$ cat config.mk
export PLATFORM = sky130hd
export DESIGN_NAME = aximm_user_wr_gen
export DESIGN_NICKNAME = d
export VERILOG_FILES = /design/src/rtl/aximm_gen_pkg.sv /design/src/rtl/aximm_wr_pattern.sv /design/src/rtl/aximm_user_wr_gen.sv
export SDC_FILE = /design/constraint.sdc
export NUM_CORES = 1
export LEC_CHECK = 0
export CORE_ASPECT_RATIO = 1.75
export CORE_MARGIN = 2
export CORE_UTILIZATION = 39
export CTS_CLUSTER_DIAMETER = 50
export DETAILED_ROUTE_END_ITERATION = 7
export PLACE_DENSITY = 0.78
export SKIP_CTS_REPAIR_TIMING = 1
export SLEW_MARGIN = 20
export SYNTH_ARGS = -nofsm -noshare
export SYNTH_HDL_FRONTEND = slang
export SYNTH_SLANG_ARGS = --single-unit
$ cat constraint.sdc
create_clock -name clk_wr -period 2.68 [get_ports clk_wr]
set_input_delay 0.536 -clock clk_wr [delete_from_list [all_inputs] [get_ports clk_wr]]
set_output_delay 0.536 -clock clk_wr [all_outputs]
set_load 0.05 [all_outputs]
$ cat src/rtl/aximm_gen_pkg.sv
// Shared types and AXI constants for the user-side AXI-MM traffic generator and checker.
package aximm_gen_pkg;

  typedef enum logic [2:0] {
    ST_IDLE,
    ST_ADDR,
    ST_DATA,
    ST_RESP,
    ST_FIN
  } wr_state_e;

  localparam logic [2:0] AXSIZE_16B   = 3'b100;
  localparam logic [1:0] AXBURST_INCR = 2'b01;
  localparam logic [1:0] RESP_OKAY    = 2'b00;
  localparam logic [7:0] PATTERN_TAG  = 8'hA5;

endpackage

$ cat src/rtl/aximm_wr_pattern.sv
// Deterministic beat payload: lane k = {burst, beat, k, tag}; purely combinational, no flow control.
module aximm_wr_pattern
  import aximm_gen_pkg::*;
#(
  parameter int DATA_WIDTH = 128
) (
  input  logic [7:0]            burst_idx,
  input  logic [7:0]            beat_idx,
  output logic [DATA_WIDTH-1:0] pat_dat
);

  always_comb begin
    pat_dat = '0;
    for (int k = 0; k < DATA_WIDTH / 32; k++) begin
      pat_dat[32*k +: 32] = {burst_idx, beat_idx, 8'(k), PATTERN_TAG};
    end
  end

endmodule

$ cat src/rtl/aximm_user_wr_gen.sv
// AXI4 write generator: sequential INCR bursts (AW, then W, then B), one burst in flight.
// Latency: start->AW 1 cycle, each handshake->next phase 1 cycle; every phase holds its payload under back-pressure.
module aximm_user_wr_gen
  import aximm_gen_pkg::*;
#(
  parameter int DATA_WIDTH = 128,
  parameter int ID_WIDTH   = 4,
  parameter int ADDR_WIDTH = 32
) (
  input  logic                    clk_wr,
  input  logic                    rst_wr_n,
  input  logic                    start,
  input  logic [7:0]              num_bursts,
  input  logic [7:0]              burst_len,
  input  logic [ADDR_WIDTH-1:0]   base_addr,
  output logic [ID_WIDTH-1:0]     user_awid,
  output logic [2:0]              user_awsize,
  output logic [7:0]              user_awlen,
  output logic [1:0]              user_awburst,
  output logic [ADDR_WIDTH-1:0]   user_awaddr,
  output logic                    user_awvalid,
  input  logic                    user_awready,
  output logic [ID_WIDTH-1:0]     user_wid,
  output logic [DATA_WIDTH-1:0]   user_wdata,
  output logic [DATA_WIDTH/8-1:0] user_wstrb,
  output logic                    user_wlast,
  output logic                    user_wvalid,
  input  logic                    user_wready,
  input  logic [ID_WIDTH-1:0]     user_bid,
  input  logic [1:0]              user_bresp,
  input  logic                    user_bvalid,
  output logic                    user_bready,
  output logic                    busy,
  output logic                    done,
  output logic [15:0]             err_cnt
);

  wr_state_e             state;
  logic [7:0]            bursts_left;
  logic [7:0]            len_q;
  logic [7:0]            burst_idx;
  logic [7:0]            beat_idx;
  logic [ADDR_WIDTH-1:0] addr_q;
  logic [ADDR_WIDTH-1:0] addr_step;
  logic [DATA_WIDTH-1:0] pat_dat;
  logic                  b_err;

  aximm_wr_pattern #(
    .DATA_WIDTH(DATA_WIDTH)
  ) u_pattern (
    .burst_idx(burst_idx),
    .beat_idx (beat_idx),
    .pat_dat  (pat_dat)
  );

  // Each beat is 16 bytes, so a burst spans (len+1)*16 bytes.
  assign addr_step = ADDR_WIDTH'({len_q, 4'b0000}) + ADDR_WIDTH'(16);
  assign b_err     = (user_bresp != RESP_OKAY) || (user_bid != burst_idx[ID_WIDTH-1:0]);

  assign user_awid   = burst_idx[ID_WIDTH-1:0];
  assign user_wid    = burst_idx[ID_WIDTH-1:0];
  assign user_awlen  = len_q;
  assign user_awaddr = addr_q;
  // Payload reads as zero whenever no beat is offered.
  assign user_wdata  = user_wvalid ? pat_dat : '0;
  assign user_wstrb  = {(DATA_WIDTH/8){user_wvalid}};
  assign user_wlast  = user_wvalid && (beat_idx == len_q);

  always_ff @(posedge clk_wr or negedge rst_wr_n) begin
    if (!rst_wr_n) begin
      state        <= ST_IDLE;
      bursts_left  <= '0;
      len_q        <= '0;
      burst_idx    <= '0;
      beat_idx     <= '0;
      addr_q       <= '0;
      user_awsize  <= '0;
      user_awburst <= '0;
      user_awvalid <= 1'b0;
      user_wvalid  <= 1'b0;
      user_bready  <= 1'b0;
      busy         <= 1'b0;
      done         <= 1'b0;
      err_cnt      <= '0;
    end else begin
      case (state)
        ST_IDLE: begin
          if (start) begin
            len_q        <= burst_len;
            bursts_left  <= num_bursts;
            addr_q       <= base_addr;
            burst_idx    <= '0;
            beat_idx     <= '0;
            err_cnt      <= '0;
            busy         <= 1'b1;
            user_awsize  <= AXSIZE_16B;
            user_awburst <= AXBURST_INCR;
            if (num_bursts == 8'd0) begin
              state <= ST_FIN;
            end else begin
              state        <= ST_ADDR;
              user_awvalid <= 1'b1;
            end
          end
        end
        ST_ADDR: begin
          if (user_awready) begin
            user_awvalid <= 1'b0;
            user_wvalid  <= 1'b1;
            beat_idx     <= '0;
            state        <= ST_DATA;
          end
        end
        ST_DATA: begin
          if (user_wready) begin
            if (beat_idx == len_q) begin
              user_wvalid <= 1'b0;
              user_bready <= 1'b1;
              state       <= ST_RESP;
            end else begin
              beat_idx <= beat_idx + 8'd1;
            end
          end
        end
        ST_RESP: begin
          if (user_bvalid) begin
            user_bready <= 1'b0;
            if (b_err && (err_cnt != 16'hFFFF)) begin
              err_cnt <= err_cnt + 16'd1;
            end
            if (bursts_left > 8'd1) begin
              bursts_left  <= bursts_left - 8'd1;
              addr_q       <= addr_q + addr_step;
              burst_idx    <= burst_idx + 8'd1;
              user_awvalid <= 1'b1;
              state        <= ST_ADDR;
            end else begin
              done  <= 1'b1;
              busy  <= 1'b0;
              state <= ST_FIN;
            end
          end
        end
        ST_FIN: begin
          // An empty run arrives here with done low and raises it one cycle later.
          if (!done) begin
            done <= 1'b1;
            busy <= 1'b0;
          end else begin
            done  <= 1'b0;
            state <= ST_IDLE;
          end
        end
        default: state <= ST_IDLE;
      endcase
    end
  end

endmodule
# [Word-level counts from Yosys, hierarchy flattened]
# Index checks and enable logic that the tools add are counted.
[op_classes] n_mux=53 reduce_logical=23 add_sub_neg=6 n_eq_ne=19 n_lt_le_gt_ge=1
[ops] cell="2-to-1 mux 128 bit" n=1
[ops] cell="2-to-1 mux 32 bit" n=3
[ops] cell="2-to-1 mux 8 bit" n=9
[ops] cell="case mux 32 bit (2 select lines)" n=1
[ops] cell="2-to-1 mux 16 bit" n=3
[ops] cell="adder 32 x 13 -> 32 bit" n=1
[ops] cell="case mux 16 bit (2 select lines)" n=1
[ops] cell="case mux 8 bit (2 select lines)" n=2
[ops] cell="2-to-1 mux 3 bit" n=8
[ops] cell="inequality test 2 bit, second input constant" n=12
[ops] cell="case mux 8 bit (3 select lines)" n=1
[ops] cell="2-to-1 mux 1 bit" n=18
[ops] cell="adder 16 x 1 -> 16 bit, second input constant" n=1
[ops] cell="adder 8 x 1 -> 8 bit, second input constant" n=2
[ops] cell="inequality test 16 bit, second input constant" n=1
[ops] cell="AND reduction 4 bit" n=4
[ops] cell="case mux 3 bit (5 select lines)" n=1
[ops] cell="adder 12 x 5 -> 13 bit, second input constant" n=1
[ops] cell="AND reduction 6 bit" n=2
[ops] cell="AND reduction 5 bit" n=2
[ops] cell="nonzero test 2 bit" n=5
[ops] cell="nonzero test 3 bit" n=3
[ops] cell="equality test 8 bit" n=1
[ops] cell="greater-than comparator 8 x 1 -> 1 bit, second input constant" n=1
[ops] cell="13 further kinds" n=18
[totals] register_bits=89 output_inout_bits=219 word_cells=115

# [Longest topological paths before layout]
# Gate-level depths: netlist of the first run.
[logic_depth] word_depth=6 ltp_mapped=13

# [By module]
# Synthesis of the first run repeated with hierarchy kept, for this count alone.
[hier_totals] cells_unflattened=913 area_unflattened_um2=7408.4
[modules_own_cells] module="aximm_user_wr_gen" instances=1 area_each_um2=6439.9 cells_each=783 seq_area_each_um2=2227.1
[modules_own_cells] module="aximm_wr_pattern" instances=1 area_each_um2=968.4 cells_each=130 seq_area_each_um2=0.0

# [Worst setup path before layout of the first run]
# OpenSTA, ideal clock, no wires.
[synth_path] path_type="register -> register" from="register len_q[0], in the netlist user_awlen[0]" to="register addr_q[19], in the netlist user_awaddr[19]" arrival_ns=2.960 stages_incl_launch_ff=14 path_buffers=1 path_slack_ns=-0.350 setup_ns=0.070 path_cell_list="dfrtp_1 inv_1 ha_1 inv_1 ha_1 inv_1 fa_1 nor2b_1 o31a_1 a221o_1 buf_2 nand2_1 or4b_2 nand3_1"
[synth_between] elab_chain_cells=5
[synth_rtl] element="start, declared" line_no="aximm_user_wr_gen.sv:40" rtl="logic [7:0] len_q;"
[synth_rtl] element="start signal, assigned" line_no="aximm_user_wr_gen.sv:89" rtl="len_q <= burst_len;"
[synth_rtl] element="adder 12 x 5 -> 13 bit" line_no="aximm_user_wr_gen.sv:57" rtl="assign addr_step = ADDR_WIDTH'({len_q, 4'b0000}) + ADDR_WIDTH'(16);"
[synth_rtl] element="adder 32 x 13 -> 32 bit" line_no="aximm_user_wr_gen.sv:133" rtl="addr_q <= addr_q + addr_step;"
[synth_rtl] element="2-to-1 mux 32 bit" line_no="aximm_user_wr_gen.sv:131" rtl="if (bursts_left > 8'd1) begin"
[synth_rtl] element="2-to-1 mux 32 bit" line_no="aximm_user_wr_gen.sv:126" rtl="if (user_bvalid) begin"
[synth_rtl] element="case mux 32 bit (2 select lines)" line_no="aximm_user_wr_gen.sv:86" rtl="case (state)"
[synth_rtl] element="end signal, assigned" line_no="aximm_user_wr_gen.sv:91" rtl="addr_q <= base_addr;"
[synth_rtl] element="end signal, assigned" line_no="aximm_user_wr_gen.sv:133"
[synth_rtl] element="end, declared" line_no="aximm_user_wr_gen.sv:43" rtl="logic [ADDR_WIDTH-1:0] addr_q;"
# No other way between the ends. The select of a mux whose other input is x is not followed.
# A chain may end at the register's enable or synchronous reset.

# [Worst setup path in the final report of the first run]
[layout_path] from="register len_q[1], in the netlist user_awlen[1]" to="register addr_q[31], in the netlist user_awaddr[31]"
# Same word-level chain as after synthesis.

==> impl_results.md, run 1 <==
* Status: finished clean
* CP max FO at 4
* Placed Area at between 8000 and 9000 sq um
* Fin crit period at around 2.6 ns
* Pre-CTS WS at -0.0555 ns
* Final Setup Violations at 0
* Met3 usage at 2.44%
* Distinct cells, synth at 67
* Number of cell rows at 62
* Cells after Synth at 770
* Pwr dens at 1360 nW/um^2
* Total power at 11.7 mW
* Met1 usage at 23.8%
* Largest net degree at the start of global routing at 40
* First-pass GRT wire length at 29300 um
* DRC Markers at 0
* Pleak at ~3.9 nW
* CP Buf/Inv Count at 2
* Worst hold path type: in -> async
* I/O pins at 279
* Clock slew at reported path FFs at 0.07 ns
* Kind of cell adding the most delay to the critical path: simple AND/OR/NAND/NOR gates
* GRT Util Overall at 20.8%
* First DRT Iteration DRCs at approximately 270
* Ys async rst share at 100%
* Max incr delay on CP at 0.48 ns
* Seq/Total Area, Yosys at between 30 and 40%
* Crit path max-delay cell type: or4_1
* Setup Skew at 0.0101 ns
* Startpoint class of the critical path: register
* Worst path arrival time at 2.91 ns
* CTS sink count at 89
* RSZ-0062 raised after global routing: yes
* Slew headroom at 59.7%
* Routed len/inst at 16.1 um
* Gr ovfl total at 0
* Max Fclk at 378 MHz
* Yosys top cell by area: dfrtp_1
* TritonCTS clock tree: done
* Area share of the largest cell type after synthesis at 34.3%
* Flops & latches, synth at 89
* Core Footprint at about 16000 sq um
* Final ANT Viol Nets at 0
* Number of synthesized flops with an enable pin at 0
* Met2 Use GR at 37.1%
* Vert. Die Dim at 175 um
* Total CTS buffers at 9
* H-tree Lvls at 3
* Via count at 6056
* Fin worst setup slack at 0.0324 ns
* Finished Layout Cells at approximately 1200
* Avg Cell Area, Syn at between 8 and 9 sq um
* CP endpoint kind: register
* Detailed Route WL at 18800 um
* Worst vdd ir at 826 uV
* Critical Path RT at 2.94 ns
* CP cell instances: ha_4 > ha_4 > inv_2 > fa_2 > nor2b_2 > o31a_1 > a221o_1 > buf_6 > nand4_1 > or4_1 > nand4_1
* Effective utilization at floorplan at 39.7%
* Die X at 102 um
* Filler cells at 1538
* Layout cell share with drive strength beyond 1 at between 15 and 20%
* Largest cells by area after synthesis: dfrtp_1, buf_4, nand2_1
* Busiest grt layer: met2
* Antenna violations before repair at 0
* Vias in the first global route at 5632
* Crit share post-route at between 90% and 100%
* P&R area growth vs syn at 32.6%
* Root buf cell: clkbuf_16
* Yosys warns at 0
* Final Cell Area at 8620 sq um
* Worst Max-Slew Pin Slew at 0.602 ns
* Slew Limit Fails at 0
* IO Port Bufs at 231
* Routability cong. at 0.927
* Antenna cells at 0
* Max cap viols at 0
* Worst skew pair latency at ~0.34 ns
* Synth Flop Type: dfrtp_1
* Nets at 1015
* Pre-antenna DRT Iters at 5
* Max clock buf depth at 2
* Netlist Area Pre-Place at 6500 sq um
* Final count of hold timing violations at 0
* Cells after DPL at 1143
* Die ar. at 17700 sq um
* Final HPWL DP at 14300 um
* WS Path Type: reg -> reg
* Vias per cell at 5.21
worst paths after layout:
check / to / slack [ns] / from / depth (start not counted)
setup / recovery: user_awaddr[31]$_DFFE_PN0P_ / 0.03 / user_awlen[1]$_DFFE_PN0P_ / 11
hold / removal: done$_DFFE_PN0P_ / 0.18 / rst_wr_n / 1
setup reg to reg: user_awaddr[31]$_DFFE_PN0P_ / 0.03 / user_awlen[1]$_DFFE_PN0P_ / 11
hold reg to reg: user_awaddr[1]$_DFFE_PN0P_ / 0.48 / user_awaddr[1]$_DFFE_PN0P_ / 2
max in group asynchronous: user_awlen[4]$_DFFE_PN0P_ / 1.81 / rst_wr_n / 2
min in group clk_wr: user_awaddr[1]$_DFFE_PN0P_ / 0.48 / user_awaddr[1]$_DFFE_PN0P_ / 2
final cells by class:
class	instances	area [sq um]	share of cell area, %
Sequential cell	89	2240	26.0
Clock inverter	3	40.0	0.465
Tap cell	224	280	3.25
Clock buffer	13	260	3.02
Multi-Input combinational cell	536	3230	37.4
Inverter	21	78.8	0.915
Timing Repair Buffer	276	2490	28.9
cell families after synthesis:
group	after synthesis	synth area share, %
compound gates	163	16.6
buf+inv	191	19.5
simple gates	270	20.5
mux	6	0.944
fa+ha+maj	22	4.35
other cells	1	0.0577
flops	89	34.3
xor+xnor	28	3.78
cells in the final DEF, fill, tap and decap left out, drive strengths merged, types with 5 or more instances in the layout:
master / n
clkbuf: 13
a21oi: 45
a311oi: 6
xor2: 13
mux2i: 5
and3: 14
and2: 22
nand2b: 5
o21ai: 40
ha: 21
inv: 21
buf: 136
nand3: 28
a31oi: 6
o22ai: 9
nand2: 80
or4: 8
o31ai: 8
a21o: 6
xnor2: 15
nor4: 6
nand4: 22
clkdlybuf4s50: 140
nor3: 19
conb: 47
nor2: 53
a211oi: 5
dfrtp: 89
registers in the layout, indices dropped and copies added (netlist names), 3 cells and up:
signal and cells:
burst_idx 8, state 3, bursts_left 8, user_awlen 8, user_awaddr 32, beat_idx 8, err_cnt 16
report_power, final:
group,switching [mW],total [mW],internal (mW),leakage [nW]
registers,0.557,2.35,1.79,1.10
clock network,0.526,1.30,0.772,0.150
logic,5.27,8.05,2.78,2.64
per-layer routing:
layer | wire, um | vias to the layer above
li1 | - | 2844
met5 | 0 | -
met3 | 1080 | 42
met1 | 7180 | 2891
met2 | 9810 | 279
met4 | 688 | 0
stage by stage:
step | utilization [%] | TNS [ns] | hold WS (ns)
3_5_place_dp | 50.4 | -0.0678 | 0.470
5_1_grt | 52.6 | -0.164 | 0.216
4_1_cts | 52.3 | -0.110 | 0.200
2_1_floorplan | - | -0.123 | 0.240
3_3_place_gp | 50.4 | -0.00133 | 0.457
6_report | 52.6 | 0 | 0.178
synthesized netlist by cell type (3+ instances only):
cell and n:
buf_2 7, o21a_1 3, o22a_1 3, nand3_1 28
or4_1 7, buf_1 3, a21oi_2 4, inv_1 21
o21ai_0 39, and2_1 22, nor4_1 6, o21bai_1 3
a211oi_1 5, buf_4 140, o211ai_1 3, nand2_1 80
ha_1 21, a311oi_1 4, and3_1 14, nand2b_1 5
a22oi_1 3, dfrtp_1 89, nor2_1 53, nor2b_1 3
xor2_1 13, a21oi_1 41, o22ai_1 9, mux2i_1 5
o31ai_1 7, clkbuf_1 18, a221o_1 3, nor3_1 18
a31oi_1 6, nand4_1 22, a21o_1 6, xnor2_1 15
Power figures use the tool's default switching activity.
==> run 2: changes to the inputs <==
--- a/config.mk
+++ b/config.mk
@@ -7,12 +7,13 @@
 export LEC_CHECK = 0
 export CORE_ASPECT_RATIO = 1.75
 export CORE_MARGIN = 2
-export CORE_UTILIZATION = 39
+export CORE_UTILIZATION = 41
 export CTS_CLUSTER_DIAMETER = 50
 export DETAILED_ROUTE_END_ITERATION = 7
 export PLACE_DENSITY = 0.78
 export SKIP_CTS_REPAIR_TIMING = 1
-export SLEW_MARGIN = 20
+export SLEW_MARGIN = 0
 export SYNTH_ARGS = -nofsm -noshare
 export SYNTH_HDL_FRONTEND = slang
+export SYNTH_HIERARCHICAL = 1
 export SYNTH_SLANG_ARGS = --single-unit
==> run 2 against run 1 <==
Effect of this change:
- utilization rose by 3.7 points
- maximum frequency is 5.6% higher
- combinational power up 12%
- wire length rose by 8.3%
- area after synthesis grew 14%
==> impl_results.md, run 2 <==
* Critical Path RT at 2.92 ns
* Startpoint class of the critical path: register
* H-tree Lvls at 3
* Flops & latches, synth at 89
* Avg Cell Area, Syn at approximately 8.1 sq um
* Total power at 12.8 mW
* Fin worst setup slack at 0.173 ns
* Filler cells at 1570
* First DRT Iteration DRCs at around 370
* Worst skew pair latency at 0.35 ns
* CP cell instances: ha_1 > ha_1 > inv_1 > fa_1 > nand2b_4 > a21o_1 > a21o_1 > nand2_2 > buf_4 > a31oi_1 > o22a_1
* Detailed Route WL at 20300 um
* Final HPWL DP at 15500 um
* P&R area growth vs syn at 36.1%
* Finished Core Util at 56.4%
* Max clock buf depth at 2
* Fin crit period at 2.51 ns
* Most frequent cells in the layout: clkdlybuf4s50_1, and2_1, dfrtp_1
* GRT Util Overall at 21.0%
* Largest cells by area after synthesis: dfrtp_1, buf_4, and2_1
* P_int at 5.92 mW
* First-pass GRT wire length at about 33000 um
* Flop pwr share at 18.4%
* Seq/Total Area, Yosys at a little under a third
* Top cells by count, synth: buf_4, and2_1, dfrtp_1
* Routability cong. at approximately 0.9
* Clock Power Share at 11.0%
* Met1 usage at between 20 and 25%
* CP max FO at 5
* WS Path Type: reg -> reg
* TritonCTS clock tree: done
* Root buf cell: clkbuf_16
* Gr ovfl total at 0
* Slew Limit Fails at 0
* Worst hold path type: in -> async
* Total CTS buffers at 9
* Most numerous cell in the Yosys netlist: buf_4
* Area share of the largest cell type after synthesis at between 30% and 40%
* Nets at between 1000 and 1500
* I/O pins at 279
* Effective utilization at floorplan at 41.4%
* Final Setup Violations at 0
* Vias in the first global route at 6383
* R2R Setup Slk at 0.17 ns
* Met2 Use GR at 39.6%
* CP Buf/Inv Count at 2
* Switch Pwr at 6.89 mW
* Crit path max-delay cell type: dfrtp_1
* Kind of cell adding the most delay to the critical path: adder cells
* Vert. Die Dim at about 180 um
* Met3 usage at 3.73%
* Pre-CTS WS at -0.0552 ns
* Ys async rst share at 100%
* Die X at approximately 110 um
* Status: finished clean
* Clock slew at reported path FFs at 0.07 ns
* Pleak at around 4.5 nW
* Busiest grt layer: met2
* Max incr delay on CP at 0.39 ns
* Crit share post-route at 93.5%
* Max Fclk at 399 MHz
* Max cap viols at 0
* Worst path arrival time at 2.75 ns
* R2r startpoint: user_awaddr[5]$_DFFE_PN0P_
* Layout cell share with drive strength beyond 1 at between 10% and 20%
* Worst vdd ir at 899 uV
* Slew headroom at 53.8%
* Reg2reg end: user_awaddr[13]$_DFFE_PN0P_
* CTS sink count at 89
* Max reg flops at 32
* Antenna cells at 0
* Footprint of the multi-input gates at 4040 sq um
* Pwr dens at 1270 nW/um^2
* R2R depth at 11
* Final ANT Viol Nets at 0
* DRC Markers at 0
* Number of synthesized flops with an enable pin at 0
* Final count of hold timing violations at 0
* Sw frac at 53.8%
* Combinational power share at between 70% and 80%
* Pre-antenna DRT Iters at 5
* Cells after Synth at 913
* Number of cell rows at 65
* Synth Flop Type: dfrtp_1
* Antenna violations before repair at 0
* Vias per cell at 5.05
* CP endpoint kind: register
* Most common cell after layout, fill and taps aside: clkdlybuf4s50_1
* Worst Max-Slew Pin Slew at a little under 0.7 ns
* Netlist Area Pre-Place at 7410 sq um
* Sum of negative setup slack at 0 ns
* Core Footprint at 17900 sq um
* Via count at approximately 6600
* Distinct cells, synth at 61
* Largest net degree at the start of global routing at just under 90
* Die ar. at 19200 sq um
* Yosys warns at 6
* IO Port Bufs at 231
* Setup Skew at 0.0103 ns
* Routed len/inst at 15.6 um
* Seq. cell area at 2230 sq um
* Yosys top cell by area: dfrtp_1
==> run 2: changes by cell type after synthesis, sizes merged, moves of 9 or more <==
cell    before  now
and2        22  135
clkbuf      18   37
buf        152  164
nand4       22   11
nand3       28   18
nand2b       5   14
nor2        53   44
==> run 2: power groups by stage <==
stage | clock network [mW] | logic, mW | registers, mW
after floorplan | 0 | 5.18 | 3.51
after global placement | 0 | 8.78 | 2.36
after detailed placement | 0 | 8.92 | 2.37
after CTS | 1.43 | 8.95 | 2.36
after global routing | 1.49 | 9.67 | 2.44
final | 1.41 | 9.04 | 2.36
==> run 2: metrics by stage <==
stage	instance area, sq um	cells	hold slack [ns]
final	10100	1306	0.128
after global routing	10100	1306	0.145
after CTS	10000	1304	0.127
after detailed placement	9710	1288	0.469
after global placement	9710	1288	0.462
after floorplan	7650	977	0.240
==> run 2: how the worst max path moves through the flow <==
| stage | slack [ns] | start | end | cells after the start |
|---|---|---|---|---|
| 3_3_place_gp | -0.03 | start | err_cnt[13]$_DFFE_PN0P_ | 7 |
| 4_1_cts | 0.05 | user_awlen[0]$_DFFE_PN0P_ | user_awaddr[25]$_DFFE_PN0P_ | 12 |
| 6_report | 0.17 | user_awaddr[5]$_DFFE_PN0P_ | user_awaddr[13]$_DFFE_PN0P_ | 11 |
| 3_5_place_dp | -0.06 | start | err_cnt[13]$_DFFE_PN0P_ | 7 |
| 2_1_floorplan | 0.06 | user_awlen[0]$_DFFE_PN0P_ | user_awaddr[31]$_DFFE_PN0P_ | 12 |
| 5_1_grt | -0.0008 | bursts_left[5]$_DFFE_PN0P_ | bursts_left[3]$_DFFE_PN0P_ | 8 |
==> run 2: kinds of logic after synthesis <==
group,after synthesis,share of synthesized area (%)
other cells,3,0.152
xor+xnor,28,3.31
mux,4,0.540
simple gates,380,27.6
flops,89,30.1
fa+ha+maj,22,3.82
buf+inv,214,18.9
compound gates,173,15.6
==> run 2: area by class of cell <==
cell class              count  area share [%]
inverters                  13           0.484
clock inverters             5           0.769
flip-flops and latches     89            22.1
clock buffers              11            2.51
multi-input cells         674            40.0
repair buffers            280            31.2
well taps                 234            2.90
==> run 2: routing by layer <==
| layer | wire length, um | up-vias | part of all wire (%) |
|---|---|---|---|
| li1 | - | 3218 | - |
| met1 | 7500 | 3075 | 37 |
| met2 | 11000 | 261 | 54 |
| met4 | 646 | 0 | 3.2 |
| met5 | 0 | - | 0 |
| met3 | 1140 | 41 | 5.6 |
